**src/rtl/uart_receiver_system_pkg.sv**
```systemverilog
// Shared definitions for the UART receiver: FSM state encodings, the default
// CRC-8 polynomial and the CRC initial value.
// Optional build macro used by the receiver: UART_RX_PARITY_EN (8E1 framing).
package uart_receiver_system_pkg;

  // Fixed encodings keep receiver and transmitter debug views consistent.
  typedef enum logic [2:0] {
    IDLE      = 3'd0,
    START     = 3'd1,
    DATA      = 3'd2,
    PARITY    = 3'd3,
    STOP      = 3'd4,
    WAIT_IDLE = 3'd5
  } rx_state_t;

  localparam logic [7:0] DEFAULT_CRC_POLY = 8'h07;
  localparam logic [7:0] CRC_INIT         = 8'h00;

endpackage

```
**src/rtl/crc8_byte_update.sv**
```systemverilog
// Combinational CRC-8 step over one byte, MSB-first, no reflection.
// Shared between the UART receiver and transmitter sides.
module crc8_byte_update (
  input  logic [7:0] crc_in,
  input  logic [7:0] byte_in,
  input  logic [7:0] poly,
  output logic [7:0] crc_out
);

  function automatic logic [7:0] crc_step(input logic [7:0] c,
                                          input logic [7:0] b,
                                          input logic [7:0] p);
    logic [7:0] acc;
    acc = c ^ b;
    for (int i = 0; i < 8; i++) begin
      acc = acc[7] ? ((acc << 1) ^ p) : (acc << 1);
    end
    return acc;
  endfunction

  assign crc_out = crc_step(crc_in, byte_in, poly);

endmodule

```
**src/rtl/uart_receiver_system.sv**
```systemverilog
// UART receiver: 2-flop input synchroniser, mid-bit sampling FSM, byte
// handshake with overrun detection and a running CRC-8 over accepted bytes.
// Build macro UART_RX_PARITY_EN selects 8E1 framing and adds parity_error;
// without it the receiver is 8N1.
module uart_receiver_system
  import uart_receiver_system_pkg::*;
#(
  parameter int         CLKS_PER_BIT = 5208,
  parameter logic [7:0] CRC_POLY     = DEFAULT_CRC_POLY
) (
  input  logic       clock,
  input  logic       nreset,
  input  logic       data_in,
  input  logic       acknowledge,
  input  logic       clear,
  output logic [7:0] data_out,
  output logic       data_ready,
  output logic [7:0] crc8,
  output logic [7:0] byte_count,
  output logic       frame_error,
  output logic       overrun
`ifdef UART_RX_PARITY_EN
  ,
  output logic       parity_error
`endif
);

  localparam int                CNT_W     = $clog2(CLKS_PER_BIT);
  localparam logic [CNT_W-1:0] BIT_LAST  = CNT_W'(CLKS_PER_BIT - 1);
  localparam logic [CNT_W-1:0] HALF_LAST = CNT_W'(CLKS_PER_BIT / 2 - 1);

  logic             sync1, rxs;
  rx_state_t        state;
  logic [CNT_W-1:0] cnt;
  logic [2:0]       bit_idx;
  logic [7:0]       shift_reg;
  logic [7:0]       crc_base, crc_next;
  logic             parity_ok;
  logic             data_tick;

  assign data_tick = (state == DATA) && (cnt == BIT_LAST);

  // A clear coinciding with an accept restarts the CRC from the init value.
  assign crc_base = clear ? CRC_INIT : crc8;

  crc8_byte_update u_crc (
    .crc_in  (crc_base),
    .byte_in (shift_reg),
    .poly    (CRC_POLY),
    .crc_out (crc_next)
  );

`ifdef UART_RX_PARITY_EN
  logic par_bit;

  // Capture the parity bit at its mid-bit sample point.
  always_ff @(posedge clock) begin
    if ((state == PARITY) && (cnt == BIT_LAST)) par_bit <= rxs;
  end

  assign parity_ok = ~^{shift_reg, par_bit};
`else
  assign parity_ok = 1'b1;
`endif

  // Two-flop synchroniser on the serial line; idles high out of reset.
  always_ff @(posedge clock or negedge nreset) begin
    if (!nreset) begin
      sync1 <= 1'b1;
      rxs   <= 1'b1;
    end else begin
      sync1 <= data_in;
      rxs   <= sync1;
    end
  end

  // Data shift register, LSB arrives first so bits enter from the top.
  always_ff @(posedge clock) begin
    if (data_tick) shift_reg <= {rxs, shift_reg[7:1]};
  end

  // Frame FSM with baud counter, handshake, CRC/count and error flags.
  always_ff @(posedge clock or negedge nreset) begin
    if (!nreset) begin
      state        <= IDLE;
      cnt          <= '0;
      bit_idx      <= '0;
      data_out     <= 8'h00;
      data_ready   <= 1'b0;
      crc8         <= CRC_INIT;
      byte_count   <= 8'd0;
      frame_error  <= 1'b0;
      overrun      <= 1'b0;
`ifdef UART_RX_PARITY_EN
      parity_error <= 1'b0;
`endif
    end else begin
      frame_error  <= 1'b0;
`ifdef UART_RX_PARITY_EN
      parity_error <= 1'b0;
`endif
      if (acknowledge && data_ready) data_ready <= 1'b0;
      if (clear) begin
        crc8       <= CRC_INIT;
        byte_count <= 8'd0;
        overrun    <= 1'b0;
      end
      case (state)
        IDLE: begin
          if (!rxs) begin
            cnt     <= '0;
            bit_idx <= '0;
            state   <= START;
          end
        end
        START: begin
          if (cnt == HALF_LAST) begin
            cnt   <= '0;
            state <= rxs ? IDLE : DATA;
          end else begin
            cnt <= cnt + 1'b1;
          end
        end
        DATA: begin
          if (cnt == BIT_LAST) begin
            cnt     <= '0;
            bit_idx <= bit_idx + 1'b1;
`ifdef UART_RX_PARITY_EN
            if (bit_idx == 3'd7) state <= PARITY;
`else
            if (bit_idx == 3'd7) state <= STOP;
`endif
          end else begin
            cnt <= cnt + 1'b1;
          end
        end
`ifdef UART_RX_PARITY_EN
        PARITY: begin
          if (cnt == BIT_LAST) begin
            cnt   <= '0;
            state <= STOP;
          end else begin
            cnt <= cnt + 1'b1;
          end
        end
`endif
        STOP: begin
          if (cnt == BIT_LAST) begin
            cnt <= '0;
`ifdef UART_RX_PARITY_EN
            parity_error <= ~parity_ok;
`endif
            if (rxs) begin
              state <= IDLE;
              if (parity_ok) begin
                data_out   <= shift_reg;
                data_ready <= 1'b1;
                crc8       <= crc_next;
                byte_count <= (clear ? 8'd0 : byte_count) + 8'd1;
                if (data_ready && !acknowledge) overrun <= 1'b1;
              end
            end else begin
              frame_error <= 1'b1;
              state       <= WAIT_IDLE;
            end
          end else begin
            cnt <= cnt + 1'b1;
          end
        end
        WAIT_IDLE: begin
          if (rxs) state <= IDLE;
        end
        default: state <= IDLE;
      endcase
    end
  end

endmodule
```
**config.mk**
```make
export PLATFORM = sky130hd
export DESIGN_NAME = uart_receiver_system
export DESIGN_NICKNAME = d
export VERILOG_FILES = /design/src/rtl/uart_receiver_system_pkg.sv /design/src/rtl/crc8_byte_update.sv /design/src/rtl/uart_receiver_system.sv
export SDC_FILE = /design/constraint.sdc
export NUM_CORES = 1
export LEC_CHECK = 0
export CORE_MARGIN = 3
export CORE_UTILIZATION = 35
export DETAILED_ROUTE_END_ITERATION = 12
export GPL_TIMING_DRIVEN = 0
export PLACE_DENSITY = 0.56
export SKIP_CTS_REPAIR_TIMING = 1
export SLEW_MARGIN = 15
export SYNTH_ARGS = -nofsm -noshare
export SYNTH_HDL_FRONTEND = slang
export SYNTH_HIERARCHICAL = 1
export SYNTH_SLANG_ARGS = --single-unit
export TNS_END_PERCENT = 50
```
**constraint.sdc**
```tcl
create_clock -name clock -period 3.7 [get_ports clock]
set_input_delay 0.74 -clock clock [delete_from_list [all_inputs] [get_ports clock]]
set_output_delay 0.74 -clock clock [all_outputs]
set_load 0.02 [all_outputs]
```
==> results of run 1 <==
## metal layers
layer / up-vias / GRT usage / wire length, um
met5: - / 0 / 0
met4: 0 / 0.0224 / 29
met3: 2 / 0.0235 / 338
met2: 59 / 0.252 / 4830
met1: 1666 / 0.211 / 4900
li1: 1660 / - / -
## cell usage after synthesis (all sizes together), types with 9 or more instances
cell type,count,area [um^2]
a21oi,14,70.1
mux2,24,338
nor3,9,45.0
nor2b,18,113
nand3,22,110
nor2,22,82.6
xor2,18,165
inv,11,41.3
o21ai,19,98.8
xnor2,29,269
dfrtp,46,1150
nand2,46,180
buf,14,101
## metrics by stage
step                      hold WS, ps  power [uW]  cell area (um^2)
final                             361        1500              5090
after global routing              369        1570              5090
after CTS                         364        1470              4930
after detailed placement          350         965              4780
after global placement            347         961              4750
after floorplan                   345         898              4260
## final timing paths
| check | startpoint | end | slack [ps] | cells after the start |
|---|---|---|---|---|
| setup / recovery | clear | crc8[1] | 120 | 15 |
| hold / removal | sync1 | rxs | 360 | 0 |
| setup reg to reg | crc8[6] | crc8[1] | 710 | 13 |
| hold reg to reg | sync1 | rxs | 360 | 0 |
| max in group asynchronous | nreset | crc8[5] | 2780 | 2 |
| min in group asynchronous | nreset | state[1] | 400 | 1 |
## logic make-up after synthesis
group | share of synthesized area
other | 0.00178
XOR/XNOR | 0.152
AND/OR/NAND/NOR | 0.225
AO/OA/AOI/OAI | 0.139
multiplexers | 0.0870
adder cells (fa/ha/maj) | 0.0118
buffers and inverters | 0.0417
flip-flops | 0.342
## power by group through the flow
stage	combinational (uW)	sequential, uW	clock [uW]
3_5_place_dp	327	638	0
4_1_cts	329	625	515
2_1_floorplan	261	637	0
3_3_place_gp	323	638	0
6_report	371	625	500
5_1_grt	400	625	542
## area by class of cell
class | instances | area share
Timing Repair Buffer | 45 | 0.0838
Buffer | 21 | 0.0265
Inverter | 13 | 0.00958
Clock buffer | 6 | 0.0273
Clock inverter | 2 | 0.00344
Multi-Input combinational cell | 350 | 0.531
Sequential cell | 56 | 0.284
Tap cell | 143 | 0.0351
## worst max-delay path, cell delays in order
cell and delay [ps]:
clkdlybuf4s50_1 500, buf_6 150, nor2b_2 70, xnor2_2 300
o21ai_2 140, and2_1 190, nand2_1 80, xnor2_1 90
xnor3_1 250, o21ai_1 110, o211a_1 200, a211oi_4 320
and3b_1 230, xnor2_1 120, mux2_4 250
==> impl_results.md, run 1 <==
- Status: complete, no violations
- LEAKAGE: 0.00224 uW
- Synth Flop Type: dfrtp_1
- Crit path max fanout: 7
- Sw Ratio: 0.283
- CTS root buf: clkbuf_16
- Initial Utilization: 0.364
- First-pass GRT wire length: 16.5 mm
- Total track usage: 0.151
- Post-Layout Cell Count: 636
- Commonest non-fill, non-tap cell in the layout: dfrtp_1
- Die Area: 13,400 um^2
- Worst vdd ir: 241 uV
- Relative slew margins: 0.567
- DRC: 0
- Startpoint types: input port
- Post-synthesis register bit count: between 50 and 60
- HP Class: flip-flop to flip-flop
- Worst EP arrival: 3760 ps
- Gr ovfl total: 0
- Power share of the clock group: 0.334
- Die W: 116 um
- P_sw: 423 uW
- Pre-antenna DRT Iters: 5
- Area of the multi-input gates: between 2000 and 3000 um^2
- Vias in the first global route: 3,191
- Final setup viols: 0
- Yosys warnings: 6
- Clk sink count: 56
- Layout cells sized above 1: 0.176
- Biggest register: cnt
- H-tree Lvls: 2
- P&R area growth vs syn: 20.5%
- CTS tree: done
- Hold Violations, Final: 0
- Critical path class: input port to flip-flop
- Fill cells: 1,106
- Clock Skew: 7.67 ps
- Minimum clock period: 3580 ps
- Fin Setup TNS: 0 ps
- Ant. Diodes: 0
- Largest net degree at the start of global routing: 30
- Commonest cells after routing, fill and taps aside: dfrtp_1 (46), nand2_1 (45), clkdlybuf4s50_1 (30)
- Post-synth ARST share: 0.857
- Sequential area share after synthesis: 0.342
- DRT Wirelength: roughly 10 mm
- Worst-Margin Slew: ~650 ps
- Die Ht: 116 um
- Synth unique cells: between 70 and 80
- Util after Layout: 0.438
- Post-Synthesis Cells: 431
- Antenna Violating Nets Remaining: 0
- CP Capture Type: flip-flop
- Nets: 501
- Clk buf depth: 2
- Placed Cells incl. Taps: 616
- Core ar.: approximately 12,000 um^2
- Later-pin clock latency in the skew report: just under 300 ps
- Comb power frac: 0.248
- Clock buffer count from CTS: 5
- Register Area: 1440 um^2
- Row count: 39
- Final worst-path cycle share: 0.968
- Antenna violations before repair: 0
- 1st-iter DRT viols: 164
- Place WS: -938 ps
- Netlist Area Pre-Place: 4230 um^2
- Post-DP HPWL: 7.58 mm
- Slew Limit Fails: 0
- Vias per cell: ~5.3
- Mean Syn Cell Area: 9.81 um^2
- Clk slew on worst S/H paths: approximately 80 ps
- Int Pwr: 1070 uW
- Setup WS post-layout: 119 ps
- Max-cap violations: 0
- P per Cell Area: 294 nW/um^2
- FMAX: 0.279 GHz
- Max reg flops: 13
- Drt wl/cell: between 15 and 20 um
- Post-synth EDFFs: 8
- IO buf count: 31
- Vias: 3,387
- WP data required: ~3900 ps
- Placer Congestion: 0.878
- Ports: 32
- Sequential share of power: 0.418
Power figures use the tool's default switching activity.
==> run 2: changes to the inputs <==
--- a/config.mk
+++ b/config.mk
@@ -5,6 +5,7 @@
 export SDC_FILE = /design/constraint.sdc
 export NUM_CORES = 1
 export LEC_CHECK = 0
+export CORE_ASPECT_RATIO = 0.8
 export CORE_MARGIN = 3
 export CORE_UTILIZATION = 35
 export DETAILED_ROUTE_END_ITERATION = 12
==> run 2 against run 1 <==
Against the previous run:
- global-route usage is essentially flat
- via count grew 1.8%
- critical endpoint is now crc8[3]
- non-clock buffer count grew 7
- combinational power grew 1%
- sequential power is essentially flat
- first-iteration DRC count grew 60%
- utilization grew 0.25 points
- sequential cell count is the same
- hold slack lost 4.5 ps
- power shrank 1.5%
- cell count grew 1.9%
- critical path depth is the same
==> impl_results.md, run 2 (synthesis results as in run 1) <==
- Clk slew on worst S/H paths: 70 ps
- Hold endpoint: rxs
- RR Startpoint: crc8[7]
- Ports: 32
- Place WS: -910 ps
- Nets: 508
- P&R area growth vs syn: 21.6%
- DRT Wirelength: 10.0 mm
- Placed cell area: approximately 4800 um^2
- Hold path depth: 0
- Clock Skew: 3.82 ps
- Gr ovfl total: 0
- Max reg flops: 13
- Final worst-path cycle share: 0.970
- Initial Utilization: 0.363
- CTS root buf: clkbuf_16
- 1st-iter DRT viols: 262
- Placer Congestion: about 0.84
- Hold Startpoint: sync1
- Worst r2r dst: crc8[3]
- P per Cell Area: 287 nW/um^2
- FMAX: between 0.2 and 0.3 GHz
- Commonest cells after routing, fill and taps aside: dfrtp_1 (46), nand2_1 (45), clkdlybuf4s50_1 (30)
- Antenna Violating Nets Remaining: 0
- Drt wl/cell: 15.4 um
- Die W: around 130 um
- Pre-antenna DRT Iters: 5
- Post-DP HPWL: 7.27 mm
- Vias: ~3.4k
- Clock buffer count from CTS: 5
- Crit path max fanout: 8
- Slew Limit Fails: 0
- Final Cell Area: 5140 um^2
- H-tree Lvls: 2
- Relative slew margins: 0.585
- Die Ht: approximately 100 um
- Worst-Margin Slew: 618 ps
- Commonest non-fill, non-tap cell in the layout: dfrtp_1
- Layout cells sized above 1: 0.184
- IO buf count: 31
- CP Capture Type: flip-flop
- Clk buf depth: 2
- Vias in the first global route: around 3.2k
- Largest net degree at the start of global routing: 33
- Final setup viols: 0
- Worst EP arrival: between 3000 and 4000 ps
- Ant. Diodes: 0
- Startpoint types: input port
- Fin Setup TNS: 0 ps
- Biggest register: cnt
- WP data required: about 3900 ps
- R2R depth: 13
- LEAKAGE: 0.00227 uW
- CTS tree: done
- Vias per cell: 5.32
- Setup WS post-layout: 111 ps
- Later-pin clock latency in the skew report: 290 ps
- Die Area: ~13,000 um^2
- Pwr Total: 1470 uW
- Clk sink count: 56
- Minimum clock period: 3590 ps
- HP Class: flip-flop to flip-flop
- Total track usage: 0.151
- Row count: 35
- First-pass GRT wire length: 16.7 mm
- Worst vdd ir: between 150 and 200 uV
- Status: complete, no violations
- Critical path class: input port to flip-flop
- Max-cap violations: 0
- DRC: 0
- Core ar.: 11,600 um^2
- Reg2Reg Setup Slack: 710 ps
- Antenna violations before repair: 0
- Hold Violations, Final: 0
run 2: critical path, stage by stage:
cell and delay [ps]:
clkdlybuf4s50_1 440, buf_6 160, nor2b_4 140, xor2_2 180, buf_6 150, nand2_1 90
xnor2_2 250, o31a_1 220, o21ai_2 70, o211ai_1 160, o211a_4 280, o21ai_1 90
xnor3_1 340, xor2_1 190, mux2_4 260
run 2: layout make-up:
cell class / instances / area, um^2
Timing Repair Buffer: 52 / 473
Buffer: 21 / 139
Fill cell: 1076 / 6510
Multi-Input combinational cell: 350 / 2700
Tap cell: 148 / 185
Inverter: 13 / 48.8
Clock inverter: 3 / 21.3
Clock buffer: 5 / 125
Sequential cell: 56 / 1440
run 2: worst max path at each step:
stage	slack, ps	end	startpoint	depth (start not counted)
final	110	crc8[3]	clear	15
after global routing	-50	crc8[3]	clear	15
after floorplan	120	crc8[3]	clear	14
after CTS	-600	crc8[3]	clear	15
after detailed placement	-910	crc8[3]	clear	15
after global placement	-880	crc8[3]	clear	15
run 2: layer usage:
layer / share of wire / GRT usage / up-vias / wire [um]
li1: - / - / 1682 / -
met3: 0.054 / 0.0287 / 10 / 537
met4: 0.0093 / 0.0307 / 0 / 93
met1: 0.51 / 0.236 / 1647 / 5070
met5: 0 / 0 / - / 0
met2: 0.43 / 0.214 / 108 / 4300
run 2: metrics by stage:
step | hold slack, ps | instances | utilization
2_1_floorplan | 345 | 440 | -
3_3_place_gp | 346 | 619 | 0.408
3_5_place_dp | 347 | 621 | 0.411
4_1_cts | 358 | 629 | 0.423
5_1_grt | 360 | 648 | 0.441
6_report | 357 | 648 | 0.441
run 2: power by group:
| part | switching (uW) | internal [uW] |
|---|---|---|
| registers | 1.03 | 624 |
| logic | 193 | 183 |
| clock network | 221 | 252 |
| total | 414 | 1060 |
==> run 3: changes to the inputs <==
--- a/config.mk
+++ b/config.mk
@@ -9,6 +9,7 @@
 export CORE_MARGIN = 3
 export CORE_UTILIZATION = 35
 export DETAILED_ROUTE_END_ITERATION = 12
+export GPL_ROUTABILITY_DRIVEN = 0
 export GPL_TIMING_DRIVEN = 0
 export PLACE_DENSITY = 0.56
 export SKIP_CTS_REPAIR_TIMING = 1
==> results of run 3 <==
The final DEF is identical to that of run 2; final timing and power are the same.
